## config.mk

```make
export PLATFORM = sky130hd
export DESIGN_NAME = inst_fetch_flat
export DESIGN_NICKNAME = d
export VERILOG_FILES = /design/src/rtl/inst_fetch_pkg.sv /design/src/rtl/inst_fetch_if.sv /design/src/rtl/inst_fetch_queue.sv /design/src/rtl/inst_fetch.sv /design/src/flat_wrapper.sv
export SDC_FILE = /design/constraint.sdc
export NUM_CORES = 1
export LEC_CHECK = 0
export ABC_AREA = 1
export CAP_MARGIN = 10
export CELL_PAD_IN_SITES_DETAIL_PLACEMENT = 0
export CELL_PAD_IN_SITES_GLOBAL_PLACEMENT = 1
export CORE_ASPECT_RATIO = 0.7
export CORE_MARGIN = 3
export CORE_UTILIZATION = 46
export CTS_BUF_LIST = sky130_fd_sc_hd__clkbuf_8
export CTS_CLUSTER_SIZE = 40
export DETAILED_ROUTE_END_ITERATION = 8
export PLACE_DENSITY = 0.8
export SLEW_MARGIN = 40
export SYNTH_ARGS = -nofsm -noshare
export SYNTH_HDL_FRONTEND = slang
export SYNTH_HIERARCHICAL = 1
export SYNTH_SLANG_ARGS = --single-unit
```

## constraint.sdc

```tcl
create_clock -name clk_in -period 5.5 [get_ports clk_in]
set_input_delay 0.825 -clock clk_in [delete_from_list [all_inputs] [get_ports clk_in]]
set_output_delay 0.825 -clock clk_in [all_outputs]
set_load 0.03 [all_outputs]
```

## src/rtl/inst_fetch_pkg.sv

```systemverilog
// ============================================================================
// inst_fetch_pkg : shared widths, reset pc and types for the fetch unit
// Rev 1.0 - initial release
// ============================================================================
`default_nettype none

package inst_fetch_pkg;

  localparam int DATA_WIDTH = 32;
  localparam int ADDR_WIDTH = 32;
  localparam int BYTE_WIDTH = 8;
  localparam logic [ADDR_WIDTH-1:0] RESET_PC_DEFAULT = 32'h0000_0000;

  typedef enum logic [0:0] {
    ST_IDLE  = 1'b0,
    ST_FETCH = 1'b1
  } fetch_state_e;

  typedef struct packed {
    logic [ADDR_WIDTH-1:0] pc;
    logic [DATA_WIDTH-1:0] inst;
  } fetch_entry_t;

endpackage

`default_nettype wire

```

## src/rtl/inst_fetch_if.sv

```systemverilog
// ============================================================================
// inst_fetch_if : memory port, redirect and decode handshake of the fetch unit
// Rev 1.0 - initial release
// ============================================================================
`default_nettype none

interface inst_fetch_if;

  logic                                   mem_req;
  logic [inst_fetch_pkg::ADDR_WIDTH-1:0]  mem_addr;
  logic                                   mem_grant;
  logic [inst_fetch_pkg::BYTE_WIDTH-1:0]  mem_din;
  logic                                   redirect_valid;
  logic [inst_fetch_pkg::ADDR_WIDTH-1:0]  redirect_pc;
  logic                                   inst_valid;
  logic [inst_fetch_pkg::DATA_WIDTH-1:0]  inst_out;
  logic [inst_fetch_pkg::ADDR_WIDTH-1:0]  inst_pc;
  logic                                   inst_ready;

  modport master (
    output mem_req, mem_addr,
    input  mem_grant, mem_din,
    input  redirect_valid, redirect_pc,
    output inst_valid, inst_out, inst_pc,
    input  inst_ready
  );

  modport slave (
    input  mem_req, mem_addr,
    output mem_grant, mem_din,
    output redirect_valid, redirect_pc,
    input  inst_valid, inst_out, inst_pc,
    output inst_ready
  );

endinterface

`default_nettype wire

```

## src/rtl/inst_fetch_queue.sv

```systemverilog
// ============================================================================
// inst_queue : power-of-two FIFO of {pc, inst} with flush and occupancy count
// Rev 1.0 - initial release
// ============================================================================
`default_nettype none

module inst_queue
  import inst_fetch_pkg::*;
#(
  parameter int DEPTH = 4
) (
  input  wire logic                   clk_i,
  input  wire logic                   rst_ni,
  input  wire logic                   en_i,
  input  wire logic                   flush_i,
  input  wire logic                   push_i,
  input  wire fetch_entry_t           push_data_i,
  input  wire logic                   pop_i,
  output fetch_entry_t                head_o,
  output logic [$clog2(DEPTH):0]      count_o
);

  localparam int PW = $clog2(DEPTH);
  localparam logic [PW:0] FULL_CNT = (PW+1)'(DEPTH);

  fetch_entry_t    mem_q [DEPTH];
  logic [PW-1:0]   wr_ptr_q, rd_ptr_q;
  logic [PW:0]     count_q;
  logic            w_do_push, w_do_pop;

  assign w_do_pop  = pop_i && (count_q != '0);
  assign w_do_push = push_i && (count_q != FULL_CNT);

  always_ff @(posedge clk_i or negedge rst_ni) begin
    if (!rst_ni) begin
      wr_ptr_q <= '0;
      rd_ptr_q <= '0;
      count_q  <= '0;
    end else if (en_i) begin
      if (flush_i) begin
        wr_ptr_q <= '0;
        rd_ptr_q <= '0;
        count_q  <= '0;
      end else begin
        if (w_do_push) wr_ptr_q <= wr_ptr_q + 1'b1;
        if (w_do_pop)  rd_ptr_q <= rd_ptr_q + 1'b1;
        if (w_do_push && !w_do_pop)      count_q <= count_q + 1'b1;
        else if (w_do_pop && !w_do_push) count_q <= count_q - 1'b1;
      end
    end
  end

  // Storage needs no reset: the head is masked whenever the queue is empty.
  always_ff @(posedge clk_i) begin
    if (en_i && !flush_i && w_do_push) mem_q[wr_ptr_q] <= push_data_i;
  end

  assign head_o  = (count_q != '0) ? mem_q[rd_ptr_q] : '0;
  assign count_o = count_q;

endmodule

`default_nettype wire

```

## src/rtl/inst_fetch.sv

```systemverilog
// ============================================================================
// inst_fetch : byte-wide instruction fetch, word assembly and decode queue
// Rev 1.0 - initial release
// ============================================================================
`default_nettype none

module inst_fetch
  import inst_fetch_pkg::*;
#(
  parameter int                    QUEUE_DEPTH = 4,
  parameter logic [ADDR_WIDTH-1:0] RESET_PC    = RESET_PC_DEFAULT
) (
  input  wire logic       clk_in,
  input  wire logic       rst_in,
  input  wire logic       rdy_in,
  inst_fetch_if.master    bus
);

  localparam int              CW        = $clog2(QUEUE_DEPTH) + 1;
  localparam logic [CW-1:0]   DEPTH_CNT = CW'(QUEUE_DEPTH);

  fetch_state_e                       state_q, state_d;
  logic [ADDR_WIDTH-1:0]              pc_q, pc_d;
  logic [2:0]                         issue_cnt_q, issue_cnt_d;
  logic [1:0]                         recv_cnt_q, recv_cnt_d;
  logic [2:0][BYTE_WIDTH-1:0]         lanes_q, lanes_d;
  logic                               rx_pend_q, rx_pend_d;
  logic                               drop_next_q, drop_next_d;

  logic                               w_req, w_fire, w_rx, w_push, w_pop;
  logic [CW-1:0]                      w_count;
  fetch_entry_t                       w_entry, w_head;

  assign w_req  = (state_q == ST_FETCH) && (issue_cnt_q < 3'd4);
  assign w_fire = w_req && bus.mem_grant;
  // A byte arrives one cycle after each grant unless a redirect orphaned it.
  assign w_rx   = rx_pend_q && !drop_next_q;
  assign w_pop  = bus.inst_valid && bus.inst_ready && !bus.redirect_valid;
  assign w_entry = {pc_q, bus.mem_din, lanes_q};

  always_comb begin
    state_d     = state_q;
    pc_d        = pc_q;
    issue_cnt_d = issue_cnt_q;
    recv_cnt_d  = recv_cnt_q;
    lanes_d     = lanes_q;
    rx_pend_d   = w_fire;
    drop_next_d = 1'b0;
    w_push      = 1'b0;
    if (bus.redirect_valid) begin
      state_d     = ST_IDLE;
      pc_d        = bus.redirect_pc;
      issue_cnt_d = '0;
      recv_cnt_d  = '0;
      drop_next_d = w_fire;
    end else begin
      unique case (state_q)
        ST_IDLE: begin
          if (w_count < DEPTH_CNT) state_d = ST_FETCH;
        end
        ST_FETCH: begin
          if (w_fire) issue_cnt_d = issue_cnt_q + 3'd1;
          if (w_rx) begin
            recv_cnt_d = recv_cnt_q + 2'd1;
            case (recv_cnt_q)
              2'd0:    lanes_d[0] = bus.mem_din;
              2'd1:    lanes_d[1] = bus.mem_din;
              2'd2:    lanes_d[2] = bus.mem_din;
              default: begin
                w_push      = 1'b1;
                pc_d        = pc_q + 32'd4;
                state_d     = ST_IDLE;
                issue_cnt_d = '0;
              end
            endcase
          end
        end
        default: state_d = ST_IDLE;
      endcase
    end
  end

  always_ff @(posedge clk_in or negedge rst_in) begin
    if (!rst_in) begin
      state_q     <= ST_IDLE;
      pc_q        <= RESET_PC;
      issue_cnt_q <= '0;
      recv_cnt_q  <= '0;
      lanes_q     <= '0;
      rx_pend_q   <= 1'b0;
      drop_next_q <= 1'b0;
    end else if (rdy_in) begin
      state_q     <= state_d;
      pc_q        <= pc_d;
      issue_cnt_q <= issue_cnt_d;
      recv_cnt_q  <= recv_cnt_d;
      lanes_q     <= lanes_d;
      rx_pend_q   <= rx_pend_d;
      drop_next_q <= drop_next_d;
    end
  end

  inst_queue #(
    .DEPTH (QUEUE_DEPTH)
  ) u_queue (
    .clk_i       (clk_in),
    .rst_ni      (rst_in),
    .en_i        (rdy_in),
    .flush_i     (bus.redirect_valid),
    .push_i      (w_push),
    .push_data_i (w_entry),
    .pop_i       (w_pop),
    .head_o      (w_head),
    .count_o     (w_count)
  );

  assign bus.mem_req    = w_req;
  assign bus.mem_addr   = w_req ? (pc_q + {29'd0, issue_cnt_q}) : '0;
  assign bus.inst_valid = (w_count != '0);
  assign bus.inst_out   = w_head.inst;
  assign bus.inst_pc    = w_head.pc;

endmodule

`default_nettype wire

```

## src/flat_wrapper.sv

```systemverilog
// flat-port wrapper written by rule: the top's interface ports become plain ports
module inst_fetch_flat import inst_fetch_pkg::*;
#(
  parameter int                    QUEUE_DEPTH = 4,
  parameter logic [ADDR_WIDTH-1:0] RESET_PC    = RESET_PC_DEFAULT
)
  (clk_in, rst_in, rdy_in, bus_mem_req, bus_mem_addr, bus_mem_grant, bus_mem_din, bus_redirect_valid, bus_redirect_pc, bus_inst_valid, bus_inst_out, bus_inst_pc, bus_inst_ready);
  inst_fetch_if bus_i ();
  input  wire logic clk_in;
  input  wire logic rst_in;
  input  wire logic rdy_in;
  output wire logic [$bits(bus_i.mem_req)-1:0] bus_mem_req;
  output wire logic [$bits(bus_i.mem_addr)-1:0] bus_mem_addr;
  input wire logic [$bits(bus_i.mem_grant)-1:0] bus_mem_grant;
  input wire logic [$bits(bus_i.mem_din)-1:0] bus_mem_din;
  input wire logic [$bits(bus_i.redirect_valid)-1:0] bus_redirect_valid;
  input wire logic [$bits(bus_i.redirect_pc)-1:0] bus_redirect_pc;
  output wire logic [$bits(bus_i.inst_valid)-1:0] bus_inst_valid;
  output wire logic [$bits(bus_i.inst_out)-1:0] bus_inst_out;
  output wire logic [$bits(bus_i.inst_pc)-1:0] bus_inst_pc;
  input wire logic [$bits(bus_i.inst_ready)-1:0] bus_inst_ready;
  assign bus_mem_req = bus_i.mem_req;
  assign bus_mem_addr = bus_i.mem_addr;
  assign bus_i.mem_grant = bus_mem_grant;
  assign bus_i.mem_din = bus_mem_din;
  assign bus_i.redirect_valid = bus_redirect_valid;
  assign bus_i.redirect_pc = bus_redirect_pc;
  assign bus_inst_valid = bus_i.inst_valid;
  assign bus_inst_out = bus_i.inst_out;
  assign bus_inst_pc = bus_i.inst_pc;
  assign bus_i.inst_ready = bus_inst_ready;
  inst_fetch #(.QUEUE_DEPTH(QUEUE_DEPTH), .RESET_PC(RESET_PC)) u_core (.clk_in(clk_in), .rst_in(rst_in), .rdy_in(rdy_in), .bus(bus_i));
endmodule
```

Yosys cells after proc, flatten, opt, wreduce, memory -nomap -nowiden --
Memory sizes are Yosys's and may differ from the RTL's. Index checks and enable logic that the tools add are counted.
Word-level totals: register bits after elaboration 71, bits in latches 0, RAM bits 256, ROM bits 0, input port bits 46, word-level logic and storage cells 94, memories 1
Memory list:
- u_core.u_queue.mem_q | words 4, bits a word 64, rd ports 1, clocked after Yosys merged registers in 0, write ports 1, line inst_fetch_queue.sv:26 | fetch_entry_t mem_q [DEPTH];
Operators by class: add/sub/neg operators 8, multiply operators 0, divide/modulo/power cells 0, magnitude comparators 2, equal/unequal tests 4, shift operators 0, multiplexer cells 33, bitwise gates (word level) 2, reduce and logical (&&, ||, !) cells 32
Operators by type and width (count):
- 2-to-1 mux 32 bit | 5
- 2-to-1 mux 64 bit | 1
- adder 32 x 3 -> 32 bit | 1
- adder 32 x 3 -> 32 bit, second input constant | 1
- 2-to-1 mux 3 bit | 8
- AND reduction 5 bit | 3
- 2-to-1 mux 2 bit | 7
- logical AND 1 bit | 11
- 2-to-1 mux 1 bit | 11
- AND reduction 2 bit | 4
- nonzero test 2 bit | 4
- adder 2 x 1 -> 2 bit, second input constant | 3
- adder 3 x 1 -> 3 bit, second input constant | 2
- less-than comparator 3 bit, second input constant | 2
- nonzero test 3 bit | 2
- zero test 1 bit | 4
- AND reduction 4 bit | 1
- inequality test 3 bit, second input constant | 1
- AND reduction 3 bit | 1
- OR reduction 3 bit | 1
- subtractor 3 x 1 -> 3 bit, second input constant | 1
- == test 2 x 1 -> 1 bit, second input constant | 1
- == test 2 bit, second input constant | 1
- zero test 2 bit | 1
- 3 further kinds | 4

Depth between registers and ports, before layout --
Gate-level depths: netlist (run 1).
depth in word-level cells 12, gate-level depth with buffers 14

By module --
The synthesis (run 1) kept the hierarchy.
Modules (own cells, without submodules):
- inst_queue | instances 1, cells an instance 827, area an instance 10422.5 um^2, sequential area each 7862.5 um^2
- inst_fetch | instances 1, cells an instance 682, area an instance 4385.5 um^2, sequential area each 1601.5 um^2

Worst setup path before layout (run 1) --
Ideal clock, no wire load.
kind in2reg, from in bus_redirect_valid, to mem u_core/u_queue/mem_q[0][0] (netlist name), enable pin, library setup time 0.486 ns, arrival time 4.253 ns, slack 0.761 ns, stages 7, buffers on the path 2, cells stage by stage buf_2 -> clkbuf_1 -> nor2_1 -> nand2_1 -> inv_1 -> nand2_1 -> nor2_1
Between the ends: word-level cells in the longest chain between the ends 5, elaborated cells on any way between the ends 7
Ends and longest elaborated chain:
- start: declaration | line flat_wrapper.sv:16 | input wire logic [$bits(bus_i.redirect_valid)-1:0] bus_redirect_valid;
- 2-to-1 mux 1 bit | line inst_fetch.sv:50 | if (bus.redirect_valid) begin
- net u_core.w_push | line inst_fetch.sv:30 | logic w_req, w_fire, w_rx, w_push, w_pop;
- logical AND 1 bit | line inst_fetch_queue.sv:32 | assign w_do_push = push_i && (count_q != FULL_CNT);
- logical AND 1 bit | line inst_fetch_queue.sv:55 | if (en_i && !flush_i && w_do_push) mem_q[wr_ptr_q] <= push_data_i;
- 2-to-1 mux 1 bit | line inst_fetch_queue.sv:55
- 2-to-1 mux 1 bit (not written as such) | line inst_fetch_queue.sv:55
- end: declaration | line inst_fetch_queue.sv:26
The timed path passes the listed nets, and every way through them passes these cells.

Final worst setup path (run 1) --
from reg u_core.u_queue.rd_ptr_q[0], to out bus_inst_out[7]
Between the ends: word-level cells in the longest chain between the ends 2
Ends and longest elaborated chain:
- start: declaration | line inst_fetch_queue.sv:27 | logic [PW-1:0] wr_ptr_q, rd_ptr_q;
- start signal: assignment | line inst_fetch_queue.sv:46 | if (w_do_pop) rd_ptr_q <= rd_ptr_q + 1'b1;
- memory read (4 x 64 bit)
- 2-to-1 mux 64 bit | line inst_fetch_queue.sv:58 | assign head_o = (count_q != '0) ? mem_q[rd_ptr_q] : '0;
- end: declaration | line flat_wrapper.sv:19 | output wire logic [$bits(bus_i.inst_out)-1:0] bus_inst_out;
Every way passes these cells.

==> results_dict.tcl, run 1 <==
set metrics [dict create \
    run_status "finished, final reports clean" \
    yosysTopAreaCell "edfxtp_1" \
    slew_viol_final 0 \
    ant_nets 0 \
    p_per_area_nw_per_um2 494 \
    synth-seq-area-share_pct 63.9 \
    tns_ns 0 \
    cp-start-kind "register" \
    nets 1714 \
    dr_total_vias 11100 \
    portBuffers 143 \
    regArea_um2 9470 \
    ys_warn_count 6 \
    async_flop_share_pct 21.7 \
    synth-edff-count 256 \
    synthCells 1509 \
    dpl.hpwl_um 24400 \
    diodes 0 \
    coreArea_um2 31400 \
    netlist_top_cells_count "nor2_1 (371), edfxtp_1 (256), nand2_1 (242)" \
    fmax_mhz 221 \
    synth.most_common_cell "nor2_1" \
    die_w_um 220 \
    hold_viol 0 \
    synth.avg_cell_area_um2 9.81 \
    synthFlopType "edfxtp_1" \
    syn_area_um2 14800 \
    path_clk_slew_ns 0.07 \
    netlist_top_cells_area "edfxtp_1 (52%), dfrtp_1 (12%), nor2_1 (9.4%)" \
    via_per_inst 5.26 \
    antenna_found_initial 0 \
    power.leakage_nw 6.67 \
    worst_ep_required_time_ns 4.68 \
    ys_types 35 \
    io_pins 144 \
    grt_pass1_wl_um 60400 \
    power.share.sequential_pct 40.1 \
    synth-seq-cells 327 \
    power_mw 8.67 \
    power_frac_clock_pct 22.9 \
    criticalPathCategory "reg -> out" \
    tightest_slew_ns 0.812 \
    rsz0062_at_grt "false" \
    rows 54 \
    pwr-share-comb_pct 37.0 \
    start_util_pct 47.1 \
    setup_viol 0 \
    detail_route.first_pass.iterations 5 \
    grt_usage_pct 22.8 \
    cp-end-kind "primary output" \
    syn_nets 1571 \
    clock-sinks 327 \
    dp_worst_setup_slack_ns 1.64 \
    max-cap-violations 0 \
    cts_hold_buffers 0 \
    hp-class "in -> async" \
    place_area_um2 16500 \
    dieArea_um2 34400 \
    power.switching_mw 3.50 \
    syn2layout_area_growth_pct 18.5 \
    die_y_um 156 \
    power.internal_mw 5.16 \
    ir_worst_vdd_v 0.000345 \
    grt_max_degree 71 \
    cp_data_arrival_time_ns 3.70 \
    multi_input_area_um2 4640 \
    fin_crit_sh_pct 82.2 \
    postCtsSetupBuffers 0 \
    clock_path_buffers 3 \
    worst_hold_slack_ns 0.102 \
    nFillCells 2800 \
    wl_um 39000 \
    clkLatencyLatePin_ns 0.61 \
    drive_gt1_share_pct 6.79 \
    grt-ovfl-total 0 \
    worst_clock_skew_ns 0.0209 \
    cts_resized 0 \
    ctsHtreeMaxLevel 2 \
    globalplace.congestion 0.885 \
    grt_pass1_vias 10700 \
    cts-root-buf "clkbuf_8" \
    synth_top_area_share_pct 51.9 \
    maxSlewHeadroom_pct 45.9 \
    numCtsBuffers 50 \
    cp_max_fo 70 \
    first_iter_violations 863 \
    switching_share_pct 40.4 \
    fin_area_um2 17500 \
    wire_per_inst_um 18.5 \
    reg2reg_slack_ns 2.97 \
    min_period_ns 4.52 \
    drc 0 \
    fin_ws_ns 0.979 \
    cts_tree "yes" \
]
critical path, cell delays in order, from the launching register on:
cell	delay, ns
dfrtp_4	0.93
buf_4	0.69
nor2_1	0.11
nor2_1	0.10
o21ai_0	0.09
a21oi_1	0.34
clkdlybuf4s50_1	0.74
metrics by stage:
stage | utilization, % | cells
3_3_place_gp | 52.7 | 2020
4_1_cts | 55.8 | 2114
2_1_floorplan | - | 1509
5_1_grt | 55.8 | 2114
6_report | 55.8 | 2114
3_5_place_dp | 52.7 | 2020
flip-flops by register name, summed over array words and instances, names as in the netlist:
register,count
u_core/u_queue/mem_q,256
u_core/pc_q,32
u_core/lanes_q,24
u_core/issue_cnt_q,3
u_core/u_queue/count_o,3
u_core/recv_cnt_q,2
u_core/u_queue/rd_ptr_q,2
u_core/u_queue/wr_ptr_q,2
u_core/drop_next_q,1
u_core/rx_pend_q,1
u_core/state_q,1
worst paths after layout:
| check | cells past startpoint | endpoint | startpoint |
|---|---|---|---|
| min reg2reg | 2 | u_core/drop_next_q$_DFFE_PN0P_ | u_core/drop_next_q$_DFFE_PN0P_ |
| max | 6 | bus_inst_out[7] | u_core/u_queue/rd_ptr_q[0]$_DFFE_PN0P_ |
| max reg2reg | 8 | u_core/u_queue/mem_q[1][14]$_DFFE_PP_ | u_core/recv_cnt_q[0]$_DFFE_PN0P_ |
| min | 1 | u_core/pc_q[22]$_DFFE_PN0P_ | rst_in |
| min in group clk_in | 2 | u_core/drop_next_q$_DFFE_PN0P_ | u_core/drop_next_q$_DFFE_PN0P_ |
| max in group asynchronous | 2 | u_core/u_queue/rd_ptr_q[0]$_DFFE_PN0P_ | rst_in |
power by group through the flow:
stage / clock [mW] / combinational, mW / sequential [mW]
2_1_floorplan: 0 / 2.13 / 3.26
3_3_place_gp: 0 / 3.19 / 3.50
3_5_place_dp: 0 / 3.21 / 3.51
4_1_cts: 2.02 / 3.23 / 3.46
5_1_grt: 2.13 / 3.49 / 3.52
6_report: 1.98 / 3.21 / 3.48
logic make-up after synthesis:
kind of cell	count (synthesis)	synth area share, %
simple gates	698	18.7
flops	327	63.9
compound gates	307	10.5
buf+inv	154	4.99
fa+ha+maj	16	1.45
xor+xnor	6	0.355
mux	1	0.0760
routing by layer:
metal  track usage [%]  part of all wire, %
met1              35.0                   47
met2              33.6                   44
met3              4.50                  7.3
met4              5.45                  1.6
met5                 0                    0
placed cells by master (no fill, tap or decap), types with 2 or more instances in the layout:
master | Yosys | layout
o21ai_1 | 61 | 61
nor2_1 | 371 | 367
fa_1 | 2 | 2
edfxtp_1 | 256 | 256
clkbuf_8 | 0 | 55
nand3_1 | 54 | 54
clkinv_2 | 0 | 7
buf_12 | 0 | 3
buf_6 | 16 | 2
a21oi_1 | 107 | 107
dfrtp_1 | 71 | 69
bufinv_16 | 0 | 2
o22ai_1 | 3 | 3
xor2_1 | 5 | 5
o211ai_1 | 2 | 2
nor2_4 | 3 | 7
nand2_1 | 242 | 242
o21ai_0 | 131 | 131
clkinv_1 | 0 | 6
buf_4 | 3 | 12
inv_1 | 79 | 100
nor2_2 | 8 | 8
nand4_1 | 4 | 4
nand2_2 | 5 | 5
nor3_1 | 6 | 6
a211oi_1 | 2 | 2
inv_2 | 6 | 6
clkdlybuf4s50_1 | 0 | 142
nand3b_1 | 2 | 2
ha_1 | 14 | 14
layout make-up:
cell class	instances	area share, %
clock inverters	39	1.36
multi-input cells	1028	26.4
well taps	420	3.00
inverters	86	1.85
flip-flops and latches	327	54.0
repair buffers	159	9.09
clock buffers	55	4.31
(Power assumes the default switching activity.)
==> run 2: changes to the inputs <==
Clock period 5.5 ns to 4.3 ns, I/O delays scaled along.
==> results_dict.tcl, run 2 (synthesis results as in run 1) <==
set metrics [dict create \
    postCtsSetupBuffers 0 \
    tns_ns 0 \
    maxSlewHeadroom_pct 43.5 \
    nets 1723 \
    wire_per_inst_um 18.7 \
    max-cap-violations 0 \
    worst_ep_required_time_ns 3.65 \
    cp-end-kind "primary output" \
    fin_crit_sh_pct 90.9 \
    regMostFlops "u_core/u_queue/mem_q" \
    start_util_pct 47.1 \
    hp-class "in -> async" \
    gr-usage-met3_pct 4.67 \
    dr_total_vias 11200 \
    final_util_pct 55.8 \
    cp-start-kind "register" \
    worst_hold_slack_ns 0.0383 \
    top_regs "u_core/u_queue/mem_q x256, u_core/pc_q x32, u_core/lanes_q x24" \
    globalplace.congestion 0.898 \
    power.leakage_nw 6.64 \
    dpl.hpwl_um 25200 \
    cts_hold_buffers 0 \
    dp_worst_setup_slack_ns 0.986 \
    tightest_slew_ns 0.843 \
    clkLatencyLatePin_ns 0.60 \
    p_per_area_nw_per_um2 624 \
    rows 54 \
    clock_path_buffers 3 \
    grt_util_met2_pct 34.5 \
    portBuffers 143 \
    detail_route.first_pass.iterations 5 \
    hold_viol 0 \
    die_y_um 156 \
    fin_ws_ns 0.393 \
    cts_resized 0 \
    antenna_found_initial 0 \
    numCtsBuffers 50 \
    setup_viol 0 \
    io_pins 144 \
    cp_data_arrival_time_ns 3.26 \
    grt_pass1_wl_um 61300 \
    power_mw 10.9 \
    layout_commonest_cell "nor2_1" \
    criticalPathCategory "reg -> out" \
    rsz0062_at_grt "false" \
    use_met1_pct 35.1 \
    clock-sinks 327 \
    first_iter_violations 1004 \
    run_status "finished, final reports clean" \
    die_w_um 220 \
    grt_max_degree 72 \
    timing.rr.start "u_core/recv_cnt_q[1]$_DFFE_PN0P_" \
    cts-root-buf "clkbuf_8" \
    dieArea_um2 34400 \
    slew_viol_final 0 \
    grt_pass1_vias 10700 \
    min_period_ns 3.91 \
    via_per_inst 5.27 \
    busiest_layer "met1" \
    fmax_mhz 256 \
    layout_common_cells "nor2_1 (367), edfxtp_1 (256), nand2_1 (242), clkdlybuf4s50_1 (142), o21ai_0 (131)" \
    ctsHtreeMaxLevel 2 \
    path_clk_slew_ns 0.06 \
    cp_max_fo 6 \
    drive_gt1_share_pct 7.02 \
    nFillCells 2783 \
    syn2layout_area_growth_pct 18.3 \
    grt-ovfl-total 0 \
    ant_nets 0 \
    grt_usage_pct 23.2 \
    worst_clock_skew_ns 0.0169 \
    coreArea_um2 31400 \
    drc 0 \
    crit_start "u_core/pc_q[0]$_DFFE_PN0P_" \
    largest_register_ffs 256 \
    ir_worst_vdd_v 0.000400 \
    wl_um 39600 \
    cts_tree "yes" \
]
-- run 2: cell types whose count changed in the layout (fill, tap and decap cells not counted), sizes merged, moves of 2 or more --
cell	before	now
bufinv	2	0
inv	109	103
buf	17	26
clkinv	14	18
clkbuf	55	51
-- run 2: power by group --
group	internal (mW)	total [mW]	switching (mW)	leakage [nW]
logic	1.50	4.20	2.71	2.91
registers	3.84	4.42	0.587	3.23
clock network	1.11	2.29	1.19	0.513
-- run 2: through the flow --
step	cells	instance area (um2)
2_1_floorplan	1509	14800
3_3_place_gp	2029	16600
3_5_place_dp	2029	16600
4_1_cts	2116	17500
5_1_grt	2116	17500
6_report	2117	17500
-- run 2: critical path, cell delays in order, from the launching register on --
cell and delay, ns:
dfrtp_1 0.42, ha_1 0.20, inv_1 0.06, fa_1 0.35, inv_1 0.09, nand2_1 0.05
nand2_1 0.10, nand2_1 0.09, nor2_2 0.26, nand2_1 0.11, xor2_1 0.15, nor2_1 0.12
clkdlybuf4s50_1 0.68
-- run 2: metal layers --
metal | share of wire, % | wire, um
met1 | 47 | 18700
met3 | 7.6 | 3000
met4 | 1.7 | 669
met5 | 0 | 0
met2 | 44 | 17300
-- run 2: worst paths after layout --
kind | endpoint | depth (start not counted) | slack (ns)
setup / recovery | bus_mem_addr[28] | 12 | 0.39
hold / removal | u_core/pc_q[8]$_DFFE_PN0P_ | 1 | 0.04
setup reg to reg | u_core/u_queue/mem_q[3][46]$_DFFE_PP_ | 8 | 1.81
hold reg to reg | u_core/drop_next_q$_DFFE_PN0P_ | 2 | 0.49
max in group asynchronous | u_core/u_queue/rd_ptr_q[0]$_DFFE_PN0P_ | 1 | 3.62
min in group clk_in | u_core/drop_next_q$_DFFE_PN0P_ | 2 | 0.49
-- run 2: cell type report --
| type | count | area [um2] | area share [%] |
|---|---|---|---|
| sequential | 327 | 9470 | 54.1 |
| timing repair buffer | 168 | 1690 | 9.63 |
| antenna | 1 | 2.50 | 0.0143 |
| tap | 420 | 526 | 3.00 |
| clock inverter | 36 | 166 | 0.950 |
| clock buffer | 51 | 702 | 4.01 |
| multi-input combinational | 1028 | 4640 | 26.5 |
| inverter | 86 | 329 | 1.88 |
